===== config.mk =====
export PLATFORM = sky130hd
export DESIGN_NAME = mux_scan_reg
export DESIGN_NICKNAME = d
export VERILOG_FILES = /design/src/rtl/mux_scan_reg.sv
export SDC_FILE = /design/constraint.sdc
export NUM_CORES = 1
export LEC_CHECK = 0
export CORE_MARGIN = 1.5
export CORE_UTILIZATION = 42
export CTS_CLUSTER_SIZE = 24
export DETAILED_ROUTE_END_ITERATION = 8
export DONT_BUFFER_PORTS = 1
export RECOVER_POWER = 50
export SYNTH_ARGS = -nofsm -noshare
export SYNTH_HDL_FRONTEND = slang
export SYNTH_SLANG_ARGS = --single-unit

===== constraint.sdc =====
create_clock -name clk -period 3.9 [get_ports clk]
set_input_delay 0.78 -clock clk [delete_from_list [all_inputs] [get_ports clk]]
set_output_delay 0.78 -clock clk [all_outputs]
set_load 0.05 [all_outputs]

===== src/rtl/mux_scan_reg.sv =====
// Registered N-channel, W-bit selector with a validated direct-select handshake
// and a round-robin auto-scan mode that holds each channel for dwell+1 cycles.
module mux_scan_reg #(
    parameter int WIDTH    = 4,
    parameter int CHANNELS = 4,
    parameter int DWELL_W  = 4,
    parameter int SEL_W    = $clog2(CHANNELS)
) (
    input  logic                      clk,
    input  logic                      n_reset,
    input  logic [WIDTH*CHANNELS-1:0] c,
    input  logic [SEL_W-1:0]          sel,
    input  logic                      sel_valid,
    input  logic                      scan_en,
    input  logic [DWELL_W-1:0]        dwell,
    output logic [WIDTH-1:0]          y,
    output logic [SEL_W-1:0]          y_ch,
    output logic                      y_valid,
    output logic                      err
);

    localparam logic [SEL_W:0]   NUM_CH  = (SEL_W+1)'(CHANNELS);
    localparam logic [SEL_W-1:0] LAST_CH = SEL_W'(CHANNELS - 1);

    logic [SEL_W-1:0]   ch;
    logic [SEL_W-1:0]   ch_next;
    logic [DWELL_W-1:0] cnt;
    logic [DWELL_W-1:0] cnt_next;
    logic               armed;
    logic               armed_next;
    logic               scan_q;
    logic               sel_in_range;
    logic               sel_ok;
    logic               sel_bad;

    // The zero-extended compare only rejects anything when CHANNELS is not a power of 2.
    assign sel_in_range = ({1'b0, sel} < NUM_CH);
    assign sel_ok       = sel_valid && sel_in_range;
    assign sel_bad      = sel_valid && !sel_in_range;

    always_comb begin
        ch_next    = ch;
        cnt_next   = cnt;
        armed_next = armed;
        if (scan_en) begin
            if (!scan_q) begin
                cnt_next   = '0;
                armed_next = 1'b1;
            end else if (cnt == dwell) begin
                cnt_next = '0;
                ch_next  = (ch == LAST_CH) ? '0 : ch + 1'b1;
            end else begin
                cnt_next = cnt + 1'b1;
            end
        end else begin
            cnt_next = '0;
        end
        // An accepted select overrides whatever the scan would have done this cycle.
        if (sel_ok) begin
            ch_next    = sel;
            cnt_next   = '0;
            armed_next = 1'b1;
        end
    end

    always_ff @(posedge clk or negedge n_reset) begin
        if (!n_reset) begin
            ch      <= '0;
            cnt     <= '0;
            armed   <= 1'b0;
            scan_q  <= 1'b0;
            y       <= '0;
            y_ch    <= '0;
            y_valid <= 1'b0;
            err     <= 1'b0;
        end else begin
            ch      <= ch_next;
            cnt     <= cnt_next;
            armed   <= armed_next;
            scan_q  <= scan_en;
            y       <= c[int'(ch)*WIDTH +: WIDTH];
            y_ch    <= ch;
            y_valid <= armed;
            err     <= sel_bad;
        end
    end

endmodule


### Yosys cells after proc, flatten, opt, wreduce, memory -nomap -nowiden

Cells that the tools add are included.

| word-level totals | value |
|---|---|
| flip-flop bits (word level) | 15 |
| output and inout bits | 8 |

| cells by class | value |
|---|---|
| add/sub/neg operators | 2 |
| eq/ne operators | 3 |
| shift-type cells | 1 |
| multiplexer cells | 12 |
| reduce and logical (&&, ||, !) cells | 5 |

Operator list:

| kind | number |
|---|---|
| two-way mux 4 bit | 4 |
| indexed part select 16 x 5 -> 4 bit | 1 |
| two-way mux 2 bit | 5 |
| nonzero test 2 bit | 3 |
| adder 4 x 1 -> 4 bit, second input constant | 1 |
| == test 4 bit | 1 |
| two-way mux 1 bit | 3 |
| AND reduction 3 bit | 1 |
| adder 2 x 1 -> 2 bit, second input constant | 1 |
| == test 2 bit, second input constant | 1 |
| inequality test 2 bit, second input constant | 1 |
| AND reduction 2 bit | 1 |

### Logic depth before layout (Yosys ltp)

| depth | value |
|---|---|
| depth after elaboration | 6 |
| mapped depth | 4 |
| mapped depth without buffers | 4 |

### Least setup slack after synthesis

Ideal clock, no wire load.

| timing path | value |
|---|---|
| path type | input port to flip-flop |
| start point | input port dwell[1] |
| end point | register ch[0] |
| setup time | 0.099 ns |
| arrival | 1.565 ns |
| required time | 3.801 ns |
| path slack | 2.236 ns |
| stages on the path | 4 |
| cell sequence | xor2_1 -> nor4_4 -> a211oi_1 -> a311oi_1 |

| between the ends | value |
|---|---|
| longest elaborated chain between the ends | 3 |

RTL lines:

| element | line | text |
|---|---|---|
| start: declaration | 15 | `input logic [DWELL_W-1:0] dwell,` |
| == test 4 bit | 49 | `end else if (cnt == dwell) begin` |
| nonzero test 2 bit (no line) | -- |  |
| AND reduction 3 bit (no line) | -- |  |
| end signal: assignment | 77 | `ch <= ch_next;` |
| end: declaration | 25 | `logic [SEL_W-1:0] ch;` |

Every way passes these cells.
A chain may end at the register's enable or synchronous reset.

### Worst setup path in the final report

| timing path | value |
|---|---|
| start point | register y_ch[1] |
| end point | output port y_ch[1] |

RTL lines:

| element | line | text |
|---|---|---|
| start: declaration | 17 | `output logic [SEL_W-1:0] y_ch,` |
| start signal: assignment | 82 | `y_ch <= ch;` |

No word-level cell between the ends.

==> impl_metrics.csv <==
group,metric,value,unit
cts,ctsHtreeMaxLevel,1,
worst_hold_path,hp-class,"in2async",
setup_path,r2r_slack,2.45,ns
timing,rsz0062_at_grt,"no",
logic_synthesis,synth-seq-cells,15,
logic_synthesis,netlist_area,683.2,sq um
cells_and_area,layout-drive-gt1-share,16.98,%
setup_path,critPathCaptureType,"output port",
floorplan,fp.dieW,43.33,microns
global_route,grt_usage,13.25,%
logic_synthesis,synth_edf_count,0,
floorplan,dieArea,0.001877,sq mm
outcome,status,"finished clean",
cts,cts_tree,"yes",
timing,setup_viol,0,
logic_synthesis,async_flop_share,100.0,%
power,ir_drop,161.2,uV
cts,insertion_delay,0.27,ns
routing,ant_nets,0,
setup_path,reg2reg_from,"cnt[0]",
setup_path,rr_worst_depth,4,
cells_and_area,stdcell_area,718.2,sq um
cts,hold_buffers,0,
power,power.leakage,0.0003064,uW
logic_synthesis,synth_common_cells,"dfrtp_1 (15), nor2_1 (7), xor2_1 (5)",
cts,ctsRootBufferMaster,"clkbuf_4",
logic_synthesis,synth_most_common_cell,"dfrtp_1",
floorplan,initial_utilization,45.35,%
cells_and_area,nNetsFinal,82,
routing,viasPerCell,5.464,
timing,fin_crit_sh,43.10,%
cts,cts_sinks,15,
logic_synthesis,yosys.area.top_type,"dfrtp_1",
placed_design,pre_cts_slack,2.061,ns
floorplan,die_h,43.33,microns
global_route,grt_max_degree,16,
setup_path,r2r_end,"ch[0]",
cells_and_area,num-fill-cells,131,
run,cap_violations,0,
routing,drt_iter0_markers,3,
logic_synthesis,synthFlopType,"dfrtp_1",
cts,cts_max_path_buffers,2,
placed_design,dpl_cell_area,690.7,sq um
timing,tns,0,ns
timing,clock.fmax,595.0,MHz
logic_synthesis,syn-mean-instance-area,13.40,sq um
cts,cts_resized,0,
global_route,grt-ovfl-total,0,
setup_path,worst-endpoint-arrival,0.90,ns
logic_synthesis,synth_cell_types,20,
logic_synthesis,ys_top_cells_by_area,"dfrtp_1 (55%), mux4_2 (13%), xor2_1 (6.4%)",
setup_path,critPathKind,"reg2out",
placed_design,numPortBuffers,0,
cts,numCtsBuffers,3,
timing,slew_violations,0,
routing,drc,0,
global_route,grt_pass1_wl,1752,microns
timing,skew,0.004104,ns
timing,hold_viol_final,0,
logic_synthesis,synthDominantCellAreaShare,54.95,%
timing,holdWs,0.1889,ns
floorplan,rows,14,
timing,period_minus_slack,1.681,ns
placed_design,dp_hpwl,970.1,microns
setup_path,crit_required,3.12,ns
cts,worst_setup_hold_path_clk_slew,0.09,ns
global_route,antenna_found_initial,0,
logic_synthesis,ys_seq_area_share,54.95,%
floorplan,pin_count,34,
logic_synthesis,ys_warn_count,0,
global_route,grt_pass1_vias,395,
cts,postCtsSetupRepairBufs,0,
cells_and_area,areaGrowthSynthToFinish,5.128,%
routing,routedWlPerCell,16.57,microns
setup_path,worstPathMaxFanout,1,
logic_synthesis,synth_nets,79,
floorplan,coreArea,0.001506,sq mm
timing,setup_ws,2.219,ns
routing,wl,1143,microns
power,powerDensity,435.8,mW/mm^2
routing,drtPass1Iterations,4,
routing,via_count,377,
cells_and_area,antenna-diode-count,0,
setup_path,startpoint_type,"register",
logic_synthesis,synthCells,51,
placed_design,place.gp.congestion,0.7153,
==> layout make-up <==
cell class	instances	area [sq um]	share of cell area, %
inverter	2	7.507	1.045
tap	16	20.02	2.787
clock buffer	3	22.52	3.136
clock inverter	1	5.005	0.6969
multi-input combinational	32	287.8	40.07
sequential	15	375.4	52.26
==> state kept, by name, indices dropped and copies added, names as in the netlist <==
name and cells:
y 4, armed 1, y_valid 1, cnt 4
ch 2, y_ch 2, scan_q 1
==> cell families after synthesis <==
family	count (synthesis)	share of synthesized area [%]
buffers and inverters	4	2.931
adders and majority gates	2	3.662
muxes	4	13.19
other	1	0.5489
AOI/OAI and AO/OA	5	5.128
and+or+nand+nor	14	11.90
xor gates and xnor gates	6	7.692
DFF	15	54.95
==> where the power goes <==
part	switching (uW)	leakage [uW]	total, uW	internal (uW)
clock network	46.6	0.0000177	84.5	37.9
registers	37.9	0.000178	204	166
logic	9.91	0.000111	24.7	14.8
total	94.4	0.000306	313	219
==> metrics by stage <==
step	util (%)	power (uW)	cells
after global routing	47.67	327.9	69
final	47.67	313.0	69
after floorplan	-	229.2	51
after global placement	45.85	231.1	65
after detailed placement	45.85	232.5	65
after CTS	47.67	316.1	69
==> how the worst max path moves through the flow <==
stage	start	slack, ns	endpoint	cells past startpoint
detailed placement	dwell[1]	2.06	ch[0]	4
floorplan	dwell[1]	2.24	ch[0]	4
CTS	y[0]	2.21	y[0]	0
finish	y_ch[1]	2.22	y_ch[1]	0
global route	y[1]	2.18	y[1]	0
global placement	dwell[1]	2.19	ch[0]	4
==> cell usage in the layout, fill, tap and decap left out <==
master / netlist / final
o21ai_1: 1 / 1
xnor2_1: 1 / 1
o21ai_0: 1 / 1
clkbuf_4: 0 / 3
xor2_1: 5 / 5
nor4_4: 1 / 1
a32oi_1: 1 / 1
a211oi_1: 1 / 1
nor2b_1: 2 / 2
nand3_1: 1 / 1
inv_1: 2 / 2
nor2_1: 7 / 7
clkinv_2: 0 / 1
nand2_1: 1 / 1
dfrtp_1: 15 / 15
conb_1: 1 / 1
nand2b_1: 2 / 2
a311oi_1: 1 / 1
ha_1: 2 / 2
mux4_2: 4 / 4
==> routing by layer <==
metal	GRT usage, %	wire, microns	vias up
met5	0	0	-
met4	5.455	0	0
met3	7.083	74	0
met2	22.69	639	11
met1	13.45	430	187
li1	-	-	179
No activity file was read; power rests on OpenSTA's default activity.
==> edit (config.mk and constraints unchanged) <==
The parameter `DWELL_W` goes from 4 to 6.
--- a/src/rtl/mux_scan_reg.sv
+++ b/src/rtl/mux_scan_reg.sv
@@ -3,7 +3,7 @@
 module mux_scan_reg #(
     parameter int WIDTH    = 4,
     parameter int CHANNELS = 4,
-    parameter int DWELL_W  = 4,
+    parameter int DWELL_W  = 6,
     parameter int SEL_W    = $clog2(CHANNELS)
 ) (
     input  logic                      clk,
Interface: changed (resized dwell); port bits go from 34 to 36. No check against the original RTL was run, so the function may have changed too.
==> edit against the original RTL <==
- power grew 9.4%
- via count is 31% higher
- worst setup slack worse by 0.22 ns
- cell count up 32%
- worst hold slack worse by 0.017 ns
- final area is 17% higher
- synthesized area grew 16%
- sequential cell count up 2
- core utilization grew 0.28 points
- first-iteration DRC count increased by 67%
- sequential power grew 9.8%
- global-route usage grew 1.8 points
- wire length is 22% higher
- largest cell class unchanged
==> edit: results (changes against the original RTL) <==
| Metric | Value |
|---|---|
| Outcome | completed (unchanged) |
| GRT met2 Usage | 0.244 (was 0.227) |
| Synth area leaders | dfrtp_1, mux4_2, xor2_1, xnor2_1, nor2_1 (was dfrtp_1, mux4_2, xor2_1, nor2_1, ha_1) |
| GP Congestion | 0.737 (was 0.715) |
| Post-synthesis sequential area ratio | 0.538 (was 0.549) |
| Met2 wire len | 761 um (was 639 um) |
| Clock Latency Late Sink | 0.29 ns (was 0.27 ns) |
| Hold WC Path Type | in2async (unchanged) |
| Library cells used by synthesis | 22 (was 20) |
| Tot Pwr | 0.342 mW (was 0.313 mW) |
| Post-Synth Adder-Cell Area | 0.0316 (was 0.0366) |
| TritonRoute pass-1 iters | 2 (was 4) |
| Proportion of layout cells with a drive suffix above 1 | 0.121 (was 0.170) |
| Syn_nets | 94 (was 79) |
| Post-DP HPWL | 1.11 mm (was 970 um) |
| WL/cell | 15.4 um (was 16.6 um) |
| First-pass GRT wire length | 2.16 mm (was 1.75 mm) |
| Leak pwr | 0.346 nW (was 0.306 nW) |
| Largest net degree at the start of global routing | 18 (was 16) |
| Met1 Usage GRT | 0.177 (was 0.134) |
| Combinational power share | 0.074 (was 0.079) |
| Top cells by count, synth | dfrtp_1, nor2_1, xor2_1, mux4_2, xnor2_1 (was dfrtp_1, nor2_1, xor2_1, mux4_2) |
| GRT Overall Usage | 0.150 (was 0.133) |
| Switching part of the total | 0.295 (was 0.302) |
| Placed cell areas | 811 um2 (was 691 um2) |
| Regs by FF count | cnt x6, y x4 (was cnt x4, y x4) |
| DR vias/cell | 5.43 (was 5.46) |
| M3 GR Usage | 0.0392 (was 0.0708) |
| Post-synthesis cell count | 64 (was 51) |
| Vias in the first global route | 528 (was 395) |
| Routed wl met3 | 64 um (was 74 um) |
| Fin nets | 97 (was 82) |
| Skew final | 0.00296 ns (was 0.00410 ns) |
| CP arrival | 2.11 ns (was 0.90 ns) |
| Wl on met1 | 539 um (was 430 um) |
| Placed cell count | 87 (was 65) |
| Highest routed layer | met4 (was met3) |
| Post-Synth XOR/XNOR Area | 0.111 (was 0.0769) |
| Compound-Gate Fraction of Synth Area | 0.0601 (was 0.0513) |
| Iter 0 DRT Violations | 5 (was 3) |
| Seq group | 0.224 mW (was 0.204 mW) |
| Vias | 494 (was 377) |
| Mux share of post-synthesis cell area | 0.114 (was 0.132) |
| Pre-CTS WS | 1.70 ns (was 2.06 ns) |
| Maximum VDD drop | 191 uV (was 161 uV) |
edit: cell count changes after synthesis, moves of 2 or more:
cell,before,now
dfrtp_1,15,17
nand2b_1,2,0
nor2_1,7,9
nor2b_1,2,0
o21ai_0,1,3
xnor2_1,1,4
edit: path summary, 6_finish.rpt:
path,startpoint,to,slack [ns]
worst max-delay path,dwell[4],ch[0],2.00
worst min-delay path,n_reset,y_valid,0.17
max in group asynchronous,n_reset,cnt[0],3.66
worst max register to register,cnt[4],ch[0],2.02
worst min register to register,armed,y_valid,0.39
min in group clk,armed,y_valid,0.39
edit: worst max-delay path: cells and delay by family:
family	cells	cell delay, ns
XOR/XNOR	1	0.14
AO/OA/AOI/OAI	1	0.17
AND/OR/NAND/NOR	2	1.03
edit: area by class of cell:
type | instances | area (um2)
sequential | 17 | 425
inverter | 3 | 11.3
fill | 170 | 908
clock buffer | 4 | 26.3
tap | 25 | 31.3
multi-input combinational | 42 | 343
